File: config.mk
export PLATFORM = sky130hd
export DESIGN_NAME = load_store_unit
export DESIGN_NICKNAME = d
export VERILOG_FILES = /design/src/rtl/load_store_unit.sv
export SDC_FILE = /design/constraint.sdc
export NUM_CORES = 1
export LEC_CHECK = 0
export CAP_MARGIN = 30
export CORE_MARGIN = 2
export CORE_UTILIZATION = 40
export DETAILED_ROUTE_END_ITERATION = 7
export PLACE_DENSITY = 0.76
export REMOVE_ABC_BUFFERS = 1
export SLEW_MARGIN = 20
export SYNTH_ARGS = -nofsm -noshare
export SYNTH_HDL_FRONTEND = slang
export SYNTH_SLANG_ARGS = --single-unit
File: constraint.sdc
create_clock -name clk -period 3.62 [get_ports clk]
set_input_delay 0.543 -clock clk [delete_from_list [all_inputs] [get_ports clk]]
set_output_delay 0.543 -clock clk [all_outputs]
set_load 0.1 [all_outputs]
File: src/rtl/load_store_unit.sv
// RV32I load/store stage: aligns stores onto byte lanes, drives a valid/ready
// data-memory bus, extracts and extends load data, and reports access errors.
module load_store_unit #(
    parameter int TIMEOUT = 16
) (
    input  logic        clk,
    input  logic        rst,
    input  logic        start,
    input  logic        is_load,
    input  logic        is_store,
    input  logic [2:0]  funct3,
    input  logic [31:0] addr,
    input  logic [31:0] store_data,
    input  logic [4:0]  rd,
    output logic        mem_req,
    output logic        mem_we,
    output logic [31:0] mem_addr,
    output logic [31:0] mem_wdata,
    output logic [3:0]  mem_wstrb,
    input  logic        mem_ready,
    input  logic [31:0] mem_rdata,
    output logic        stall,
    output logic        wb_en,
    output logic [4:0]  wb_rd,
    output logic [31:0] wb_data,
    output logic        done,
    output logic        misaligned,
    output logic        bus_err
);

    // state  | meaning
    // IDLE   | waiting for a request; stall follows a legal accept
    // REQ    | mem_req held until mem_ready or timeout
    // DONE   | one-cycle completion: done plus writeback or error pulse
    typedef enum logic [1:0] {S_IDLE, S_REQ, S_DONE} state_t;

    localparam int CW = (TIMEOUT > 1) ? $clog2(TIMEOUT + 1) : 1;

    state_t        state_q, state_d;
    logic [CW-1:0] cnt_q, cnt_d;
    logic [4:0]    rd_q, rd_d;
    logic [2:0]    f3_q, f3_d;
    logic [1:0]    off_q, off_d;
    logic          mem_req_q, mem_req_d;
    logic          mem_we_q, mem_we_d;
    logic [31:0]   mem_addr_q, mem_addr_d;
    logic [31:0]   mem_wdata_q, mem_wdata_d;
    logic [3:0]    mem_wstrb_q, mem_wstrb_d;
    logic          wb_en_q, wb_en_d;
    logic [4:0]    wb_rd_q, wb_rd_d;
    logic [31:0]   wb_data_q, wb_data_d;
    logic          done_q, done_d;
    logic          misaligned_q, misaligned_d;
    logic          bus_err_q, bus_err_d;

    logic          accept, f3_ok, unaligned, go, bad;
    logic [CW-1:0] cnt_inc;
    logic          timeout_hit;
    logic [7:0]    byte_v;
    logic [15:0]   half_v;
    logic [31:0]   load_v;

    always_comb begin
        accept = start & (is_load ^ is_store);
        f3_ok  = 1'b0;
        if (is_load) begin
            f3_ok = (funct3 == 3'b000) || (funct3 == 3'b001) || (funct3 == 3'b010) ||
                    (funct3 == 3'b100) || (funct3 == 3'b101);
        end else begin
            f3_ok = (funct3 == 3'b000) || (funct3 == 3'b001) || (funct3 == 3'b010);
        end
        unaligned = ((funct3[1:0] == 2'b01) && addr[0]) ||
                    ((funct3[1:0] == 2'b10) && (addr[1:0] != 2'b00));
        go  = accept & f3_ok & ~unaligned;
        bad = (start & is_load & is_store) | (accept & ~go);
    end

    assign cnt_inc     = cnt_q + CW'(1);
    assign timeout_hit = (TIMEOUT != 0) && (cnt_inc == CW'(TIMEOUT));

    always_comb begin
        byte_v = mem_rdata[{off_q, 3'b000} +: 8];
        half_v = mem_rdata[{off_q[1], 4'b0000} +: 16];
        case (f3_q)
            3'b000:  load_v = {{24{byte_v[7]}}, byte_v};
            3'b100:  load_v = {24'd0, byte_v};
            3'b001:  load_v = {{16{half_v[15]}}, half_v};
            3'b101:  load_v = {16'd0, half_v};
            default: load_v = mem_rdata;
        endcase
    end

    always_comb begin
        state_d      = state_q;
        cnt_d        = cnt_q;
        rd_d         = rd_q;
        f3_d         = f3_q;
        off_d        = off_q;
        mem_req_d    = mem_req_q;
        mem_we_d     = mem_we_q;
        mem_addr_d   = mem_addr_q;
        mem_wdata_d  = mem_wdata_q;
        mem_wstrb_d  = mem_wstrb_q;
        wb_en_d      = 1'b0;
        wb_rd_d      = wb_rd_q;
        wb_data_d    = wb_data_q;
        done_d       = 1'b0;
        misaligned_d = 1'b0;
        bus_err_d    = 1'b0;
        case (state_q)
            S_IDLE: begin
                cnt_d = '0;
                if (go) begin
                    state_d    = S_REQ;
                    mem_req_d  = 1'b1;
                    mem_we_d   = is_store;
                    mem_addr_d = {addr[31:2], 2'b00};
                    rd_d       = rd;
                    f3_d       = funct3;
                    off_d      = addr[1:0];
                    if (is_store) begin
                        case (funct3[1:0])
                            2'b00: begin
                                mem_wdata_d = {4{store_data[7:0]}};
                                mem_wstrb_d = 4'b0001 << addr[1:0];
                            end
                            2'b01: begin
                                mem_wdata_d = {2{store_data[15:0]}};
                                mem_wstrb_d = addr[1] ? 4'b1100 : 4'b0011;
                            end
                            default: begin
                                mem_wdata_d = store_data;
                                mem_wstrb_d = 4'b1111;
                            end
                        endcase
                    end else begin
                        mem_wdata_d = '0;
                        mem_wstrb_d = 4'b0000;
                    end
                end else if (bad) begin
                    // errors skip the bus entirely and never stall the core
                    state_d      = S_DONE;
                    done_d       = 1'b1;
                    misaligned_d = 1'b1;
                end
            end
            S_REQ: begin
                if (mem_ready) begin
                    state_d   = S_DONE;
                    mem_req_d = 1'b0;
                    done_d    = 1'b1;
                    if (!mem_we_q) begin
                        wb_en_d   = (rd_q != 5'd0);
                        wb_rd_d   = rd_q;
                        wb_data_d = load_v;
                    end
                end else if (timeout_hit) begin
                    state_d   = S_DONE;
                    mem_req_d = 1'b0;
                    done_d    = 1'b1;
                    bus_err_d = 1'b1;
                end else begin
                    cnt_d = cnt_inc;
                end
            end
            default: begin
                state_d = S_IDLE;
            end
        endcase
    end

    always_ff @(posedge clk or posedge rst) begin
        if (rst) begin
            state_q      <= S_IDLE;
            cnt_q        <= '0;
            rd_q         <= '0;
            f3_q         <= '0;
            off_q        <= '0;
            mem_req_q    <= 1'b0;
            mem_we_q     <= 1'b0;
            mem_addr_q   <= '0;
            mem_wdata_q  <= '0;
            mem_wstrb_q  <= '0;
            wb_en_q      <= 1'b0;
            wb_rd_q      <= '0;
            wb_data_q    <= '0;
            done_q       <= 1'b0;
            misaligned_q <= 1'b0;
            bus_err_q    <= 1'b0;
        end else begin
            state_q      <= state_d;
            cnt_q        <= cnt_d;
            rd_q         <= rd_d;
            f3_q         <= f3_d;
            off_q        <= off_d;
            mem_req_q    <= mem_req_d;
            mem_we_q     <= mem_we_d;
            mem_addr_q   <= mem_addr_d;
            mem_wdata_q  <= mem_wdata_d;
            mem_wstrb_q  <= mem_wstrb_d;
            wb_en_q      <= wb_en_d;
            wb_rd_q      <= wb_rd_d;
            wb_data_q    <= wb_data_d;
            done_q       <= done_d;
            misaligned_q <= misaligned_d;
            bus_err_q    <= bus_err_d;
        end
    end

    // stall is the only combinational output: the PC must hold in the accept cycle
    assign stall = (state_q == S_REQ) | ((state_q == S_IDLE) & go);

    assign mem_req    = mem_req_q;
    assign mem_we     = mem_we_q;
    assign mem_addr   = mem_addr_q;
    assign mem_wdata  = mem_wdata_q;
    assign mem_wstrb  = mem_wstrb_q;
    assign wb_en      = wb_en_q;
    assign wb_rd      = wb_rd_q;
    assign wb_data    = wb_data_q;
    assign done       = done_q;
    assign misaligned = misaligned_q;
    assign bus_err    = bus_err_q;

endmodule

After elaboration in Yosys (flattened, before gate mapping)
Index checks and enable logic that the tools add are counted.
{ "word_totals": {"register_bits": 126, "in_bits": 110, "word_cells": 98} }
{ "op_classes": {"reduce_logical": 19, "mux": 30, "addsub": 1, "n_eq_ne": 16, "shift": 3, "n_bitwise": 13} }
{ "ops": {"columns": ["cell", "n"], "rows": [
  ["$pmux 32 s4", 1],
  ["$pmux 32 s2", 1],
  ["$mux 32", 1],
  ["$shiftx 32x6->16", 1],
  ["$shiftx 32x6->8", 1],
  ["$mux 1", 14],
  ["$eq 3x3->1 const B", 4],
  ["$mux 5", 2],
  ["$pmux 5 s2", 1],
  ["$reduce_and 3->1", 3],
  ["$mux 2", 4],
  ["$mux 4", 2],
  ["$pmux 4 s2", 1],
  ["$and 1x1->1", 7],
  ["$eq 3x1->1 const B", 2],
  ["$logic_not 3->1", 2],
  ["$ne 2x2->1 const B", 3],
  ["$ne 3x3->1 const B", 2],
  ["$add 5x1->5 const B", 1],
  ["$eq 5x5->1 const B", 1],
  ["$logic_or 1x1->1", 5],
  ["$reduce_bool 5->1", 1],
  ["$eq 2x1->1 const B", 2],
  ["$logic_not 2->1", 2],
  ["11 further kinds", 18]
]} }

Depth between registers and ports, before layout
{ "depth": {"word_depth": 14, "mapped_depth": 8, "depth_no_buf": 5} }

Worst setup path before layout
OpenSTA, ideal clock, no wires.
{ "synth_timing": {"kind": "input-to-output", "startpoint": "in funct3[0]", "endpoint": "out stall", "stages": 6, "slack_ps": 655, "t_required_ps": 3077, "n_path_buf": 1, "arrival_time_ps": 2422, "cell_sequence": "buf_2 nor4_2 a21oi_1 nor2_1 a21oi_1 nor2_1"} }
{ "synth_between": {"elab_chain_cells": 10} }
{ "synth_lines": {"columns": ["item", "line_no", "text"], "rows": [
  ["start, declared", "11", "input logic [2:0] funct3,"],
  ["$eq 3x1->1 / $logic_not 3->1 (equally long branches)", "67, 70", null],
  ["$logic_or 1x1->1 (2 in a row)", "67, 70", null],
  ["$logic_or 1x1->1", "67", "f3_ok = (funct3 == 3'b000) || (funct3 == 3'b001) || (funct3 == 3'b010) ||"],
  ["$logic_or 1x1->1", "68", "(funct3 == 3'b100) || (funct3 == 3'b101);"],
  ["$mux 1", "66", "if (is_load) begin"],
  ["$and 1x1->1", "74", "go = accept & f3_ok & ~unaligned;"],
  ["$and 1x1->1 *", "74", null],
  ["$and 1x1->1 *", "211", "assign stall = (state_q == S_REQ) | ((state_q == S_IDLE) & go);"],
  ["$or 1x1->1 *", "211", null],
  ["end, declared", "22", "output logic stall,"]
]} }
Mark *: on every way between the ends. The rest lies on a longest branch, timed or not.

Worst setup path after layout
{ "layout_timing": {"startpoint": "in addr[0]", "endpoint": "out stall"} }
{ "layout_between": {"elab_chain_cells": 7} }
{ "layout_lines": {"columns": ["item", "line_no", "text"], "rows": [
  ["start, declared", "12", "input logic [31:0] addr,"],
  ["$reduce_bool 2->1", "73", "((funct3[1:0] == 2'b10) && (addr[1:0] != 2'b00));"],
  ["$logic_and 1x1->1", "73", null],
  ["$logic_or 1x1->1 *", "72", "unaligned = ((funct3[1:0] == 2'b01) && addr[0]) ||"],
  ["$not 1->1 *", "74", null],
  ["$and 1x1->1 *", "74", null],
  ["$and 1x1->1 *", "211", null],
  ["$or 1x1->1 *", "211", null]
]} }
Marks and branches as above.

==> flow_results.org <==
** Critical path
- Critical path data required time :: 3.08 ns
- Endpoint of the lowest-slack register-to-register path :: wb_data[10]$_DFFE_PP0P_
- The slowest stage of the critical path is the sky130_fd_sc_hd__clkdlybuf4s50_1 cell.
- Tracing the worst setup path back leads to its startpoint at addr[0].
- Slack of the worst reg-to-reg path :: 1.27 ns
- STA puts the critical path data arrival time at 2.12 ns.
- Origin of the critical flop-to-flop path :: state_q[1]$_DFFE_PP0P_
- Number of cells traversed by the worst register-to-register path :: 5
- Critical path start-end classification :: primary input to output port
- For this run, the slowest stage of the critical path takes around 0.53 ns.
- Walking the worst path, the cells encountered are clkdlybuf4s50_1 -> nor4_2 -> a21oi_1 -> nor2_1 -> a21oi_1 -> nor2_1 -> buf_12.
- Critical Path Fanout Max :: 7
- Critical path launch point type :: primary input
- Worst setup path endpoint :: stall
- Worst setup EP type :: output port

** Clock tree
- Number of levels in the clock H-tree :: 4
- The root buffer cell chosen for the clock tree is sky130_fd_sc_hd__clkbuf_16.
- The tree built by TritonCTS fans out to 126 sinks.
- Hold repair after CTS inserted 0 buffers.
- The later pin in the worst-skew pair is clocked with a latency of 0.41 ns.
- Clock-pin slew was measured on the worst setup and hold paths at 0.06 ns.
- Once the clock tree was built, the resizer swapped 0 gates to a different size.
- Num CTS Buffers :: 17
- The clock passes through at most 2 buffers.
- Clock tree from TritonCTS :: yes
- Setup Fix Bufs, Post-CTS :: 0

** Finish
- Synthesis-to-finish area growth :: 49.8%
- Register cell area after layout :: 0.00315 mm^2
- Fill count :: 1242
- Number of nets in the layout :: a little under 1k
- Fraction of layout cells with a size suffix above 1 :: 0.0934
- The number of antenna diodes in the final layout is 0.
- Area used by multi-input combinational logic :: around 0.0025 mm^2

** Floorplan
- The die covers ~0.016 mm^2.
- Width of the die :: ~130 um
- Effective utilization at floorplan :: 0.410
- From bottom edge to top edge, the die measures 126 um.
- I/O pin count :: 222
- Total number of placement rows :: between 40 and 50
- The region available for standard cell placement spans 0.0145 mm^2.

** Synth
- Among all flip-flop cells after synthesis, the most frequent one is sky130_fd_sc_hd__dfrtp_1.
- Post-synthesis compound-gate area fraction :: 0.0888
- Of the synthesized area, sequential elements account for 0.529.
- Synthesized instance count :: 671
- Xor and xnor area share after synthesis :: 0.00147
- Post-synthesis share of cell area spent on full adders, half adders and majority gates :: 0.00210
- By area, the combinational part of the netlist is dominated by simple AND/OR/NAND/NOR gates.
- Number of synthesis warnings :: 0
- Mean instance size in the synthesized netlist :: 8.88 um^2
- Of the post-synthesis cell area, the part taken by muxes is 0.0605.
- Area leader, netlist :: sky130_fd_sc_hd__dfrtp_1
- Library cells used by synthesis :: 49
- Post-Synth Simple-Gate Area :: 0.261
- Yosys mapped a number of flops with a built-in enable equal to 0.
- Share of Yosys cell area claimed by the top area cell type :: 0.529
- Proportion of synthesized flip-flops having asynchronous set or reset :: 1.00
- After synthesis the netlist holds a flip-flop and latch count of 126.
- Largest cells by area after synthesis :: sky130_fd_sc_hd__dfrtp_1 53%, sky130_fd_sc_hd__nand2_1 16%, sky130_fd_sc_hd__nand3_1 5.6%
- Post-Syn Area :: 0.00596 mm^2

** Timing
- Across the routed clock network, the largest skew measured is 0.00796 ns.
- Setup repair after global routing left no endpoint under its margin.
- Final hold analysis gives a worst-case slack of around 0.45 ns.
- The worst pin sits at a relative slew slack of 0.310.
- Setup violations remaining at the end of the flow were counted as 0.
- The final count of hold timing violations is 0.
- Post-layout worst setup margin :: 0.954 ns
- The final-report max-slew violation count is 0.
- Max Freq :: 375 MHz
- Clock period minus worst slack :: 2.67 ns
- At the pin with the least slew margin, the transition time is roughly 1.0 ns.
- Dividing the final minimum period by the clock period gives 0.736.

** Outcome
- Status :: complete, no violations

** Global route
- In the global route stage, overall resource usage came out at 0.217.
- The number of antenna violations at the first check in global routing is 0.
- Total grt overflow :: 0
- The via count of the first global-routing pass came to 5361.
- Maximum number of pins on one net before global-route repair :: 74
- First-pass GRT wire length :: 27.3 mm

** Detailed routing
- Routed Antenna Nets :: 0
- Dividing the detail-routed via count by the number of cells gives around 5.
- The first TritonRoute pass finished after 4 iterations.
- Drt drc :: 0
- The final layout contains routed wiring with a total length of 17.0 mm.
- Detailed routing inserted a total of between 5k and 6k vias.
- In the final routed layout, each cell accounts on average for 15.8 um.
- Starting DRC count in detailed routing :: between 200 and 300

** Run
- Across the run, the number of max-cap violations was 0.

** Power and ir drop
- Worst-case vdd ir drop :: 0.000662 V
- Leakage component of the power :: 4.12 nW
- Total power per unit cell area :: between 1000 and 1500 mW/mm^2

** Place
- Before CTS, the worst setup slack after placement is a little over 0.7 ns.
- The HPWL after detailed placement is roughly 11 mm.
- Routability-driven placement finished with a final weighted congestion of 0.775.
- Count of buffers inserted at the top-level ports :: 219

** Worst hold path
- The worst hold path belongs to the class primary input to asynchronous set/reset pin.
[synthesized netlist by cell type (2+ instances only)]
library cell                 n
sky130_fd_sc_hd__nand2_1   248
sky130_fd_sc_hd__nand2b_1    6
sky130_fd_sc_hd__nor2_1     18
sky130_fd_sc_hd__or3_1       2
sky130_fd_sc_hd__mux2i_1     9
sky130_fd_sc_hd__dfrtp_1   126
sky130_fd_sc_hd__buf_4       7
sky130_fd_sc_hd__nor2b_1     3
sky130_fd_sc_hd__a31oi_1     9
sky130_fd_sc_hd__buf_1       2
sky130_fd_sc_hd__mux2_2     24
sky130_fd_sc_hd__buf_6       9
sky130_fd_sc_hd__nor3_2      2
sky130_fd_sc_hd__a21oi_1    16
sky130_fd_sc_hd__o22ai_1     8
sky130_fd_sc_hd__nand3b_1    8
sky130_fd_sc_hd__o31ai_1     2
sky130_fd_sc_hd__buf_2      12
sky130_fd_sc_hd__nand3_1    67
sky130_fd_sc_hd__o21ai_1     2
sky130_fd_sc_hd__clkbuf_1   18
sky130_fd_sc_hd__o21ai_2     3
sky130_fd_sc_hd__a21o_1      2
sky130_fd_sc_hd__nor3_1      3
sky130_fd_sc_hd__o21ai_0    30
sky130_fd_sc_hd__inv_1      12
[sequential cells by signal, indices dropped and copies added, names as in the netlist, 2 cells and up]
signal and flops:
cnt_q 5, f3_q 3, mem_addr 30, mem_wdata 32, mem_wstrb 4, off_q 2
rd_q 5, state_q 2, wb_data 32, wb_rd 5
[power breakdown]
part	switching (W)	internal (W)
Clock	0.000623	0.00118
Combinational	0.00405	0.00119
Sequential	0.000340	0.00189
Total	0.00501	0.00427
[critical path, delay by kind of cell]
family	cells	cell delay [ns]
simple gates	3	0.64
buf+inv	2	0.74
compound gates	2	0.19
[metal layers]
layer / GRT usage / part of all wire
met4: 0.0743 / 0.013
met1: 0.267 / 0.42
met5: 0 / 0
met3: 0.0922 / 0.11
met2: 0.343 / 0.46
[how the worst min path moves through the flow]
stage                                   start                         to  slack (ns)  cells past startpoint
finish                                    rst    mem_addr[9]$_DFFE_PP0P_        0.45                      2
detailed placement   mem_wdata[6]$_DFFE_PP0P_   mem_wdata[6]$_DFFE_PP0P_        0.45                      2
global placement    mem_wdata[12]$_DFFE_PP0P_  mem_wdata[12]$_DFFE_PP0P_        0.45                      2
global route                              rst    mem_addr[9]$_DFFE_PP0P_        0.47                      2
floorplan                 rd_q[3]$_DFFE_PP0P_       wb_rd[3]$_DFFE_PP0P_        0.46                      2
CTS                                       rst    mem_addr[9]$_DFFE_PP0P_        0.45                      2
[cells by family after synthesis]
kind of cell	Yosys count
AOI/OAI and AO/OA	85
xor gates and xnor gates	1
adders and majority gates	1
buffers and inverters	60
DFF	126
muxes	33
other	1
and+or+nand+nor	364
[final cells by class]
class / count / share of cell area
Sequential cell: 126 / 0.353
Multi-Input combinational cell: 486 / 0.279
Timing Repair Buffer: 233 / 0.267
Clock buffer: 21 / 0.0516
Tap cell: 184 / 0.0258
Clock inverter: 11 / 0.0184
Inverter: 12 / 0.00533
[cell usage in the layout, fill, tap and decap left out, types with 2 or more instances in the layout]
cell	count
sky130_fd_sc_hd__clkbuf_8	2
sky130_fd_sc_hd__mux2_2	24
sky130_fd_sc_hd__inv_1	11
sky130_fd_sc_hd__conb_1	2
sky130_fd_sc_hd__clkdlybuf4s50_1	218
sky130_fd_sc_hd__nand3b_1	8
sky130_fd_sc_hd__o22ai_1	8
sky130_fd_sc_hd__clkbuf_1	2
sky130_fd_sc_hd__bufinv_16	4
sky130_fd_sc_hd__o21ai_1	2
sky130_fd_sc_hd__o21ai_2	3
sky130_fd_sc_hd__nand2_1	248
sky130_fd_sc_hd__nor2b_1	3
sky130_fd_sc_hd__nand2b_1	6
sky130_fd_sc_hd__o21ai_0	30
sky130_fd_sc_hd__nor3_2	4
sky130_fd_sc_hd__o31ai_1	2
sky130_fd_sc_hd__a31oi_1	9
sky130_fd_sc_hd__nand3_1	67
sky130_fd_sc_hd__buf_4	9
sky130_fd_sc_hd__mux2i_1	9
sky130_fd_sc_hd__clkinv_2	4
sky130_fd_sc_hd__buf_16	2
sky130_fd_sc_hd__a21oi_1	16
sky130_fd_sc_hd__buf_12	4
sky130_fd_sc_hd__dfrtp_1	126
sky130_fd_sc_hd__a21o_1	2
sky130_fd_sc_hd__nor2_1	18
sky130_fd_sc_hd__clkinvlp_4	2
sky130_fd_sc_hd__clkbuf_16	17
[per-stage QoR]
stage	setup TNS (ns)	power (W)	std cells	cell area, um^2	util
6_report	0	0.00928	1073	8930	0.614
5_1_grt	0	0.00965	1073	8930	0.614
4_1_cts	0	0.00932	1072	8900	0.612
3_5_place_dp	0	0.00748	1040	8280	0.569
3_3_place_gp	0	0.00742	1039	8250	0.567
2_1_floorplan	-131.42	0.00611	624	5670	-
Power figures use the tool's default switching activity.
